**src/rtl/sraml_axi_bridge.sv**
```systemverilog
// sraml_axi_bridge: arbitrates an instruction-side and a data-side
// sram-like port onto a single AXI master. One transaction is in flight
// at a time; data requests win over instruction requests.
module sraml_axi_bridge (
  input  logic        clk,
  input  logic        resetn,
  // instruction side (reads only)
  input  logic        inst_req,
  input  logic        inst_wr,
  input  logic [1:0]  inst_size,
  input  logic [31:0] inst_addr,
  input  logic [31:0] inst_wdata,
  output logic        inst_addr_ok,
  output logic        inst_data_ok,
  output logic [31:0] inst_rdata,
  // data side
  input  logic        data_req,
  input  logic        data_wr,
  input  logic [1:0]  data_size,
  input  logic [31:0] data_addr,
  input  logic [31:0] data_wdata,
  output logic        data_addr_ok,
  output logic        data_data_ok,
  output logic [31:0] data_rdata,
  // AXI read address
  output logic [3:0]  arid,
  output logic [31:0] araddr,
  output logic [7:0]  arlen,
  output logic [2:0]  arsize,
  output logic [1:0]  arburst,
  output logic [1:0]  arlock,
  output logic [3:0]  arcache,
  output logic [2:0]  arprot,
  output logic        arvalid,
  input  logic        arready,
  // AXI read data
  input  logic [3:0]  rid,
  input  logic [31:0] rdata,
  input  logic [1:0]  rresp,
  input  logic        rlast,
  input  logic        rvalid,
  output logic        rready,
  // AXI write address
  output logic [3:0]  awid,
  output logic [31:0] awaddr,
  output logic [7:0]  awlen,
  output logic [2:0]  awsize,
  output logic [1:0]  awburst,
  output logic [1:0]  awlock,
  output logic [3:0]  awcache,
  output logic [2:0]  awprot,
  output logic        awvalid,
  input  logic        awready,
  // AXI write data
  output logic [3:0]  wid,
  output logic [31:0] wdata,
  output logic [3:0]  wstrb,
  output logic        wlast,
  output logic        wvalid,
  input  logic        wready,
  // AXI write response
  input  logic [3:0]  bid,
  input  logic [1:0]  bresp,
  input  logic        bvalid,
  output logic        bready
);

  typedef enum logic [2:0] {
    IDLE,
    RD_ADDR,
    RD_DATA,
    WR_REQ,
    WR_RESP
  } state_t;

  state_t      state, state_next;
  logic        owner_data, owner_data_next;   // 1: data side owns the transaction
  logic        wr, wr_next;
  logic [1:0]  size, size_next;
  logic [31:0] addr, addr_next;
  logic [31:0] wdat, wdat_next;
  logic        aw_done, aw_done_next;
  logic        w_done, w_done_next;

  // Side-channel fields that the bridge deliberately does not look at.
  logic unused_ok;
  assign unused_ok = &{1'b0, inst_wr, inst_wdata, rid, rresp, rlast, bid, bresp};

  // Single-beat, incrementing, unlocked, uncached bursts only.
  assign arlen   = 8'd0;
  assign awlen   = 8'd0;
  assign arburst = 2'b01;
  assign awburst = 2'b01;
  assign arlock  = 2'b00;
  assign awlock  = 2'b00;
  assign arcache = 4'b0000;
  assign awcache = 4'b0000;
  assign arprot  = 3'b000;
  assign awprot  = 3'b000;
  assign wlast   = 1'b1;
  assign awid    = 4'd1;
  assign wid     = 4'd1;

  // Address/data fields come straight from the latched request.
  assign araddr = addr;
  assign awaddr = addr;
  assign arsize = {1'b0, size};
  assign awsize = {1'b0, size};
  assign arid   = {3'b000, owner_data};
  assign wdata  = wdat;

  // Byte strobes for the latched size and low address bits.
  always_comb begin
    case (size)
      2'd0:    wstrb = 4'b0001 << addr[1:0];
      2'd1:    wstrb = 4'b0011 << {addr[1], 1'b0};
      default: wstrb = 4'b1111;
    endcase
  end

  // State and request latches; reset clears everything immediately.
  always_ff @(posedge clk or negedge resetn) begin
    if (!resetn) begin
      state      <= IDLE;
      owner_data <= 1'b0;
      wr         <= 1'b0;
      size       <= 2'd0;
      addr       <= 32'd0;
      wdat       <= 32'd0;
      aw_done    <= 1'b0;
      w_done     <= 1'b0;
    end else begin
      state      <= state_next;
      owner_data <= owner_data_next;
      wr         <= wr_next;
      size       <= size_next;
      addr       <= addr_next;
      wdat       <= wdat_next;
      aw_done    <= aw_done_next;
      w_done     <= w_done_next;
    end
  end

  // Next-state logic and handshake outputs.
  always_comb begin
    state_next      = state;
    owner_data_next = owner_data;
    wr_next         = wr;
    size_next       = size;
    addr_next       = addr;
    wdat_next       = wdat;
    aw_done_next    = aw_done;
    w_done_next     = w_done;
    inst_addr_ok    = 1'b0;
    data_addr_ok    = 1'b0;
    inst_data_ok    = 1'b0;
    data_data_ok    = 1'b0;
    inst_rdata      = 32'd0;
    data_rdata      = 32'd0;
    arvalid         = 1'b0;
    rready          = 1'b0;
    awvalid         = 1'b0;
    wvalid          = 1'b0;
    bready          = 1'b0;

    case (state)
      IDLE: begin
        // addr_ok is gated by resetn so it is low during reset as well.
        if (resetn && data_req) begin
          data_addr_ok    = 1'b1;
          owner_data_next = 1'b1;
          wr_next         = data_wr;
          size_next       = data_size;
          addr_next       = data_addr;
          wdat_next       = data_wdata;
          aw_done_next    = 1'b0;
          w_done_next     = 1'b0;
          state_next      = data_wr ? WR_REQ : RD_ADDR;
        end else if (resetn && inst_req) begin
          inst_addr_ok    = 1'b1;
          owner_data_next = 1'b0;
          wr_next         = 1'b0;
          size_next       = inst_size;
          addr_next       = inst_addr;
          wdat_next       = 32'd0;
          state_next      = RD_ADDR;
        end
      end
      RD_ADDR: begin
        arvalid = 1'b1;
        if (arready) state_next = RD_DATA;
      end
      RD_DATA: begin
        rready = 1'b1;
        if (rvalid) begin
          if (owner_data) begin
            data_data_ok = 1'b1;
            data_rdata   = rdata;
          end else begin
            inst_data_ok = 1'b1;
            inst_rdata   = rdata;
          end
          state_next = IDLE;
        end
      end
      WR_REQ: begin
        // Address and data channels complete independently.
        awvalid      = !aw_done;
        wvalid       = !w_done;
        aw_done_next = aw_done | awready;
        w_done_next  = w_done | wready;
        if (aw_done_next && w_done_next) begin
          aw_done_next = 1'b0;
          w_done_next  = 1'b0;
          state_next   = WR_RESP;
        end
      end
      WR_RESP: begin
        bready = 1'b1;
        if (bvalid) begin
          data_data_ok = 1'b1;
          state_next   = IDLE;
        end
      end
      default: state_next = IDLE;
    endcase
  end

endmodule

```
**config.mk**
```make
export PLATFORM = sky130hd
export DESIGN_NAME = sraml_axi_bridge
export DESIGN_NICKNAME = d
export VERILOG_FILES = /design/src/rtl/sraml_axi_bridge.sv
export SDC_FILE = /design/constraint.sdc
export NUM_CORES = 1
export LEC_CHECK = 0
export ABC_AREA = 1
export CAP_MARGIN = 20
export CORE_AREA = 2 2 164 166
export DETAILED_ROUTE_END_ITERATION = 7
export DIE_AREA = 0 0 166 168
export DONT_BUFFER_PORTS = 1
export PLACE_DENSITY_LB_ADDON = 0.12
export SYNTH_ARGS = -nofsm -noshare
export SYNTH_HDL_FRONTEND = slang
export SYNTH_SLANG_ARGS = --single-unit
```
**constraint.sdc**
```tcl
create_clock -name clk -period 4 [get_ports clk]
set_input_delay 0.8 -clock clk [delete_from_list [all_inputs] [get_ports clk]]
set_output_delay 0.8 -clock clk [all_outputs]
set_load 0.02 [all_outputs]
```
After elaboration in Yosys (flattened, before gate mapping)
Cells that the tools add are included.

operators by class
  eq/ne operators = 11
  shift-type cells = 2
  multiplexer cells = 45
  bitwise logic cells = 2
  reductions and logical operators = 12

operators with widths
  cell                   count
  $mux W32               10
  $mux W1                21
  $mux W3                6
  $pmux W3 S5            1
  $ne A2 B2 Y1 const B   5
  $pmux W4 S2            1
  $eq A3 B2 Y1 const B   2
  $mux W2                3
  $pmux W1 S2            3
  $reduce_and A5 Y1      1
  $reduce_and A2 Y1      2
  $reduce_bool A2 Y1     2
  $shl A1 B2 Y4 const A  1
  $shl A2 B2 Y4 const A  1
  $eq A3 B1 Y1 const B   1
  $eq A3 B3 Y1 const B   1
  $logic_and A1 B1 Y1    3
  $logic_not A3 Y1       1
  $ne A3 B3 Y1 const B   1
  $eq A2 B1 Y1 const B   1
  $logic_not A1 Y1       2
  $logic_not A2 Y1       1
  $or A1 B1 Y1           2

word-level totals
  flip-flop bits (word level) = 72
  input bits = 188
  word-level logic and storage cells = 79

Longest topological paths before layout
  depth after elaboration = 4
  depth in mapped cells = 8
  gate-level depth less buffers = 8

Worst setup path before layout
OpenSTA, ideal clock, no wires.

  path kind = input to output
  start point = in resetn
  end point = out inst_addr_ok
  arrival time = 1.616 ns
  data required time = 3.200 ns
  slack = 1.584 ns
  cell stages on the path = 4
  buffers on the path = 1
  cell sequence = nand2_2 -> buf_2 -> nand3_1 -> nor2_1

on the way
  longest elaborated chain between the ends = 4
  elaborated cells between the ends (all ways) = 5

ends and longest elaborated chain
  item                 line  source
  start: declaration   6     input logic resetn,
  $logic_and A1 B1 Y1  179   end else if (resetn && inst_req) begin
  $mux W1              179
  $mux W1 *            169   if (resetn && data_req) begin
  $mux W1 *            166   case (state)
  end: declaration     13    output logic inst_addr_ok,

Mark *: on every way between the ends. The rest lies on a longest branch, timed or not.

Final worst setup path
  start point = reg state[0]
  end point = out inst_rdata[12]

on the way
  longest elaborated chain between the ends = 2

ends and longest elaborated chain
  item                      line  source
  start: declaration        76    state_t state, state_next;
  start signal: assignment  133   state <= state_next;
  $eq A3 B2 Y1              166
  $mux W32                  166
  end: declaration          15    output logic [31:0] inst_rdata,

Every way passes these cells.

==> results.cfg <==
[timing]
hold_viol_final = 0
fin_skew_ns = 0.0108
setup_viol = 0
relSlewSlack_pct = 53.9
layout_min_cycle_time_ns = 2.96
hold_ws_ns = 0.152
fin_crit_sh_pct = 73.9
rsz0062_at_grt = false
slew_viol_final = 0
tns_ns = 0
worst_pin_slew_ns = 0.684
fmax_mhz = 338

[setup_path]
path_max_fanout = 33
cp_data_required_time_ns = 3.20
path_class = reg2out
r2r_cells = 8
arrival_ns = 2.16
crit_path_start_kind = flip-flop
end_kind = output port

[detailed_routing]
vias = 3304
viasPerCell = 3.70
route.detailed.drc = 0
drt_iter0_markers = 88
drtAntennaViolNets = 0
wl_per_cell_um = 15.1
totalWireLength_mm = 13.5
drtPass1Iterations = 4

[clocking]
cts_tree = built
cts-hold-fix-buffers = 0
cts_sinks = 72
cts_htree_levels = 3
clock-root-buffer = clkbuf_16
cts.reportedPaths.clkPinSlew_ns = 0.06
cts_setup_buffers = 0
clockBufferDepth = 2
numCtsBuffers = 9
cts-resized-gates = 0
clkLatencyLatePin_ns = 0.34

[synthesis]
yosys.area.top_type = dfrtp_1
synth_cells = 551
yosys_warnings = 0
syn_avg_cell_area_sq_um = 7.85
ys_ff_latch = 72
synth_area_sq_um = 4330
synth.top_cell.area_share_pct = 41.7
synthTopCellsByArea = dfrtp_1, buf_4, nand2_1, mux2i_1, nor2_1
synth_cell_types = 22
ys_seq_area_share_pct = 41.7

[finish]
diodes = 0
final_common_cell = nand2_1
mostFrequentLayoutCells = nand2_1, nor2_1, dfrtp_1
layout-drive-gt1-share_pct = 13.1
final_nets = 734
area_growth_pct = 10.4

[grt]
grt_antenna_before_repair = 0
met3_usage_pct = 3.34
met1_usage_pct = 10.2
grt_max_degree = 76
grt_usage_pct = 9.44
grt_util_met2_pct = 16.6
grt_pass1_wl_mm = 19.8
grt-ovfl-total = 0
grt-busiest-layer = met2
grt_pass1_vias = 3193

[power_and_ir_drop]
p_switching_w = 0.00194
peakVddDrop_uv = 271
intPower_w = 0.00188
p_comb_share_pct = 24.6
switching_share_pct = 50.9
pwr_density_cell_nw_per_um2 = 800
p_leak_nw = 2.70
seqPwrFrac_pct = 53.8
clock_power_share_pct = 21.7

[floorplan]
core_sq_um = 26400
floorplan.die.height_um = 168
rows = 60
die_w_um = 166
dieArea_sq_um = 27900
start_util_pct = 16.4
io_pins = 418

[flow_run]
drv_cap = 0

[place]
hpwl_mm = 10.7
gp_congestion = 0.823
place.port_buffers = 0

[status]
status = finished clean

[hold_path]
hold_path_class = in2async
==> cell families (layout without fill, tap and decap cells) <==
family / count (synthesis) / in the layout / share of synthesized area (%)
buffers and inverters: 159 / 109 / 22.6
other: 2 / 52 / 0.174
and+or+nand+nor: 240 / 240 / 21.5
AOI/OAI and AO/OA: 44 / 44 / 6.16
muxes: 34 / 34 / 7.87
DFF: 72 / 72 / 41.7
==> through the flow <==
step	setup slack [ns]	std cells	instance area (sq um)	power, W	util, %
detailed placement	1.33	876	4480	0.00304	17.0
finish	1.04	892	4780	0.00382	18.1
floorplan	1.58	601	4510	0.00300	-
global route	0.841	892	4780	0.00411	18.1
global placement	1.26	876	4480	0.00303	17.0
CTS	0.942	892	4780	0.00390	18.1
==> worst max-delay path, stage by stage (launching register included) <==
cell and delay [ns]:
dfrtp_1 0.44, nor3_2 0.58, nand2_1 0.13, buf_4 0.27, nor2_1 0.20, buf_4 0.18
==> cell usage after synthesis <==
library cell	number
nand2_1	151
buf_2	9
conb_1	2
or2_1	1
o21ai_1	6
nor3_2	1
nand2_2	1
inv_1	48
mux2i_1	34
o21ai_2	10
nand3_1	7
o21bai_1	2
nand3b_1	1
nor2_1	76
dfrtp_1	72
clkbuf_1	8
o32ai_1	1
buf_6	6
inv_2	1
o21ai_0	25
nand4_1	2
buf_4	87
==> area by class of cell <==
cell class | count | area, sq um
sequential | 72 | 1800
tap | 341 | 427
inverter | 49 | 184
multi-input combinational | 370 | 1730
clock inverter | 3 | 40.0
timing repair buffer | 44 | 330
clock buffer | 13 | 260
fill | 2988 | 21600
==> flip-flops by register name, summed over array words and instances (netlist names) <==
name / flops
araddr: 32
aw_done: 1
owner_data: 1
size: 2
state: 3
w_done: 1
wdata: 32
==> final timing paths <==
check | slack [ns] | end | start
worst max-delay path | 1.04 | inst_rdata[12] | state[0]
worst min-delay path | 0.15 | araddr[15] | resetn
worst max register to register | 2.18 | wdata[13] | state[1]
worst min register to register | 0.58 | aw_done | aw_done
max in group asynchronous | 3.70 | wdata[7] | resetn
min in group clk | 0.58 | wdata[31] | data_wdata[31]
==> per-layer routing <==
metal,part of all wire (%),wire length [um]
met1,38,5140
met2,50,6770
met3,8.5,1150
met4,3.1,424
met5,0,0
==> power by group through the flow <==
stage	Clock, W	Sequential (W)	Combinational, W
after floorplan	0	0.00171	0.00129
after CTS	0.000869	0.00207	0.000966
final	0.000828	0.00205	0.000939
after global placement	0	0.00208	0.000952
after global routing	0.000902	0.00211	0.00109
after detailed placement	0	0.00207	0.000970
Power figures use the tool's default switching activity.
